$ cat src/rtl/program_sequencer.sv
// Program sequencer: holds the program counter and selects the next program-memory
// address (increment, in-page jump, conditional jump, call/return, stall). Calls push
// their return address onto a small hardware stack, and returns pop from it.
module program_sequencer #(
   parameter int unsigned ADDR_W      = 8,
   parameter int unsigned STACK_DEPTH = 4
) (
   input  logic              clk,
   input  logic              reset,
   input  logic              hold,
   input  logic              jmp,
   input  logic              jmp_nz,
   input  logic [3:0]        jmp_addr,
   input  logic              dont_jmp,
   input  logic              call,
   input  logic              ret,
   output logic [ADDR_W-1:0] pm_addr,
   output logic [ADDR_W-1:0] pc,
   output logic [ADDR_W-1:0] from_PS,
   output logic [3:0]        depth,
   output logic              stack_ovf,
   output logic              stack_unf
);

   localparam int unsigned PtrW     = $clog2(STACK_DEPTH);
   localparam logic [3:0]  DepthMax = 4'(STACK_DEPTH);

   logic [ADDR_W-1:0] pc_q;
   logic [ADDR_W-1:0] pc_inc;
   logic [ADDR_W-1:0] page_tgt;
   logic [ADDR_W-1:0] stack_top;
   logic [ADDR_W-1:0] stack_q [STACK_DEPTH];
   logic [3:0]        depth_q, depth_d;
   logic              ovf_q, ovf_d;
   logic              unf_q, unf_d;
   logic              push;
   logic              stack_empty;
   logic              stack_full;
   logic [PtrW-1:0]   push_idx;
   logic [PtrW-1:0]   top_idx;

   // Wraps modulo 2^ADDR_W, so 0xFF increments to 0x00.
   assign pc_inc   = pc_q + {{(ADDR_W-1){1'b0}}, 1'b1};
   // Jumps and calls replace only the low nibble: control flow stays in the 16-word page.
   assign page_tgt = {pc_q[ADDR_W-1:4], jmp_addr};

   assign stack_empty = (depth_q == 4'd0);
   assign stack_full  = (depth_q == DepthMax);

   // The low bits of depth index the next free slot; the top entry sits one below.
   // When the stack is full the low bits wrap to 0 and top_idx lands on the last slot.
   assign push_idx  = depth_q[PtrW-1:0];
   assign top_idx   = push_idx - {{(PtrW-1){1'b0}}, 1'b1};
   assign stack_top = stack_q[top_idx];

   // Next-address selection and stack bookkeeping; ret outranks call, hold outranks all.
   always_comb begin
      pm_addr = pc_inc;
      push    = 1'b0;
      depth_d = depth_q;
      ovf_d   = ovf_q;
      unf_d   = unf_q;
      if (reset) begin
         pm_addr = '0;
      end else if (hold) begin
         pm_addr = pc_q;
      end else if (ret) begin
         if (stack_empty) begin
            unf_d = 1'b1;
         end else begin
            pm_addr = stack_top;
            depth_d = depth_q - 4'd1;
         end
      end else if (call) begin
         pm_addr = page_tgt;
         if (stack_full) begin
            ovf_d = 1'b1;
         end else begin
            push    = 1'b1;
            depth_d = depth_q + 4'd1;
         end
      end else if (jmp || (jmp_nz && !dont_jmp)) begin
         pm_addr = page_tgt;
      end
   end

   // PC, depth and sticky fault flags; async reset clears everything immediately.
   always_ff @(posedge clk or posedge reset) begin
      if (reset) begin
         pc_q    <= '0;
         depth_q <= 4'd0;
         ovf_q   <= 1'b0;
         unf_q   <= 1'b0;
      end else begin
         pc_q    <= pm_addr;
         depth_q <= depth_d;
         ovf_q   <= ovf_d;
         unf_q   <= unf_d;
      end
   end

   // Return-address storage; only a push writes, a pop just moves the depth down.
   always_ff @(posedge clk or posedge reset) begin
      if (reset) begin
         for (int i = 0; i < int'(STACK_DEPTH); i++) begin
            stack_q[i] <= '0;
         end
      end else if (push) begin
         stack_q[push_idx] <= pc_inc;
      end
   end

   assign pc        = pc_q;
   assign from_PS   = pc_q;
   assign depth     = depth_q;
   assign stack_ovf = ovf_q;
   assign stack_unf = unf_q;

endmodule

$ cat config.mk
export PLATFORM = sky130hd
export DESIGN_NAME = program_sequencer
export DESIGN_NICKNAME = d
export VERILOG_FILES = /design/src/rtl/program_sequencer.sv
export SDC_FILE = /design/constraint.sdc
export NUM_CORES = 1
export LEC_CHECK = 0
export CAP_MARGIN = 20
export CORE_ASPECT_RATIO = 2
export CORE_UTILIZATION = 55
export CTS_BUF_LIST = sky130_fd_sc_hd__clkbuf_4 sky130_fd_sc_hd__clkbuf_8
export DETAILED_ROUTE_END_ITERATION = 6
export PLACE_DENSITY = 0.82
export SYNTH_ARGS = -nofsm -noshare
export SYNTH_HDL_FRONTEND = slang
export SYNTH_SLANG_ARGS = --single-unit
export TNS_END_PERCENT = 10
$ cat constraint.sdc
create_clock -name clk -period 2.8 [get_ports clk]
set_input_delay 0.56 -clock clk [delete_from_list [all_inputs] [get_ports clk]]
set_output_delay 0.56 -clock clk [all_outputs]
set_load 0.02 [all_outputs]
==> summary.md <==
| Metric | Value |
|---|---|
| Yosys warnings | `0` |
| Via Count | `2,169` |
| CTS max path bufs | `2` |
| GRT Overall Usage | `31.2%` |
| Register area share after synthesis | `46.1%` |
| Mapped Nets | `254` |
| Critical Path RT | `~2.2 ns` |
| Hold path depth | `1` |
| Die extent in x | `49.7 um` |
| CTS tree | `built` |
| First-pass GRT wire length | `11.2 mm` |
| Area Overhead vs Synth | `34.1%` |
| Relative slew slack | `about three quarters` |
| Syn avg cell area | `10.7 sq um` |
| Via density per instance | `5.93` |
| Post-Route WL | `6.91 mm` |
| Max-slew violations | `0` |
| Antenna Violating Nets Remaining | `0` |
| Post-synth EDFFs | `0` |
| Hold Path Class | `register to register` |
| Final Critical Period | `2.82 ns` |
| FMAX | `354 MHz` |
| Hold path endpoint | `stack_ovf` |
| HPWL Detailed | `~5.3 mm` |
| Synth area leaders | `dfrtp_1, o21ai_0, mux4_1` |
| Final worst-path setup slack | `-0.0222 ns` |
| Status | `finished with violations` |
| Area of the die | `4830 sq um` |
| Power density over the cells | `806 nW/um^2` |
| Fraction of layout cells with a size suffix above 1 | `29.5%` |
| Skew-Pair Late Insertion Delay | `0.31 ns` |
| H-tree depth | `2` |
| Average wire per standard cell | `18.9 um` |
| Grt total ovfl | `0` |
| Clk root buf | `clkbuf_8` |
| Mapped Cells | `234` |
| Slew @ Worst Pin | `0.394 ns` |
| Top cell type's share of synthesized area | `46.1%` |
| CP max FO | `5` |
| RR Startpoint | `depth[1]` |
| VDD IR max | `~0.00070 V` |
| Period utilization | `101%` |
| Setup Viol. Count Final | `1` |
| Fin. Hold Viols | `0` |
| Final Instance Count excl. Fillers | `366` |
| DRC Markers | `0` |
| Number of global-route vias before repair | `2,320` |
| #FFs+latches synth | `46` |
| Setup CP Type | `register to output pin` |
| CP Data Arrival Time | `roughly 2.3 ns` |
| Largest net degree at the start of global routing | `21` |
| FF-to-FF setup slack | `0.89 ns` |
| Chip height | `97.3 um` |
| Setup crit end kind | `output pin` |
| Sink Count | `46` |
| # diodes | `0` |
| Rows | `34` |
| Min-delay src | `stack_ovf` |
| Clock Skew | `0.00872 ns` |
| Synth unique cells | `48` |
| Predominant post-synthesis flop cell | `dfrtp_1` |
| RSZ-0062 raised after global routing | `true` |
| Syn Std Cell Area | `2500 sq um` |
| GPL Wtd Cong | `~0.93` |
| Post-synth top area cell | `dfrtp_1` |
| Initial Util | `57.6%` |
| # IOs | `42` |
| Core Box Area | `around 4300 sq um` |
| Total power | `~2.7 mW` |
| Failing checks | `setup timing` |
| Drt pass-1 iters | `4` |
| R2R Path End | `from_PS[6]` |
| Initial antenna violation count | `0` |
| Asr flop ratio synth | `100%` |
| Post-Place Cells | `357` |
| Setup crit start kind | `register` |
| First DRT Iteration DRCs | `103` |
| Net count of the finished layout | `around 330` |
| Setup slack at placement | `-0.363 ns` |
| Commonest cells in the netlist | `dfrtp_1, nand2_1, o21ai_0` |
| Clk slew on worst S/H paths | `0.09 ns` |
| Hold Buf Count CTS | `0` |
| MaxCap Viol Count | `0` |
| Port buffer count | `41` |
| Most common cell in the synthesized netlist | `dfrtp_1` |
| P_leak | `around 1.5 nW` |
| CTS Buf Count | `5` |
| Worst r2r path cells | `6` |
## report_power, final
group	switching, mW	total (mW)	internal (mW)
logic	0.631	1.30	0.666
clock network	0.253	0.438	0.185
registers	0.116	0.965	0.849
total	1.00	2.70	1.70
## worst max-delay path by stage
stage                        start    endpoint  slack (ns)  cells after the start
after global routing      depth[1]  pm_addr[6]       -0.08                      7
after floorplan           depth[0]  pm_addr[3]       -0.06                      7
final                     depth[1]  pm_addr[6]       -0.02                      7
after detailed placement      call  pm_addr[1]       -0.36                      6
after global placement    dont_jmp  pm_addr[5]       -0.30                      6
after CTS                 depth[0]  pm_addr[3]       -0.04                      6
## cell type report
class,instances,area [sq um]
Tap cell,54,67.6
Multi-Input combinational cell,164,1270
Sequential cell,46,1150
Clock inverter,3,27.5
Fill cell,289,990
Inverter,7,30.0
Timing Repair Buffer,87,734
Clock buffer,5,68.8
## through the flow
stage	utilization, %	cell area, sq um	setup TNS, ns	hold WS (ns)
floorplan	-	2500	-0.118	0.442
global placement	73.9	3210	-1.94	0.443
detailed placement	73.9	3210	-2.23	0.458
CTS	76.2	3310	-0.0528	0.480
global route	77.2	3350	-0.201	0.494
finish	77.2	3350	-0.0222	0.470
## cells in the final DEF (no fill, tap or decap), types with 2 or more instances in the layout
cell,count
a211oi_1,3
a21o_1,3
a21oi_1,6
buf_2,5
buf_4,46
clkbuf_8,5
clkdlybuf4s15_2,2
clkdlybuf4s50_1,33
clkinvlp_4,2
dfrtp_1,46
ha_1,6
inv_1,4
inv_2,2
mux2_2,5
mux2i_1,2
mux4_1,4
mux4_2,4
nand2_1,36
nand2b_1,2
nand3_1,12
nor2_1,4
nor3_2,2
nor4_1,2
o211ai_1,2
o21ai_0,29
o21ai_1,3
o221a_2,2
xnor2_1,6
xor2_1,3
## critical path: stages (launching register included)
cell and delay [ns]:
dfrtp_1 0.39, inv_2 0.07, ha_4 0.32, buf_4 0.12, mux4_1 0.57, o31ai_2 0.24
a211oi_2 0.07, buf_2 0.18
## state kept, by name (all words and copies together) (netlist names)
| name | cells |
|---|---|
| depth | 4 |
| stack_ovf | 1 |
| from_PS | 8 |
| stack_unf | 1 |
| stack_q | 32 |
## cells by family (layout without fill, tap and decap cells)
kind of cell | after synthesis | in the layout | share of synthesized area, %
AO/OA/AOI/OAI | 61 | 61 | 15.5
XOR/XNOR | 9 | 9 | 3.16
adder cells (fa/ha/maj) | 8 | 8 | 4.31
buffers and inverters | 24 | 102 | 5.51
flip-flops | 46 | 46 | 46.1
multiplexers | 15 | 15 | 11.2
AND/OR/NAND/NOR | 71 | 71 | 14.2
## repair_timing
item / 4_1_cts / 5_1_grt
setup endpoints to repair: 8 / 8
pin swaps: 1 / 4
buffers inserted: 0 / 1
resized for setup: 45 / 11
## layer usage
| metal | vias to the layer above | GRT usage [%] | part of all wire [%] |
|---|---|---|---|
| li1 | 1000 | - | - |
| met1 | 1050 | 33.2 | 35 |
| met2 | 88 | 56.8 | 56 |
| met3 | 31 | 4.23 | 3.4 |
| met4 | 0 | 16.9 | 5.3 |
| met5 | - | 0 | 0 |
(Power assumes the default switching activity.)
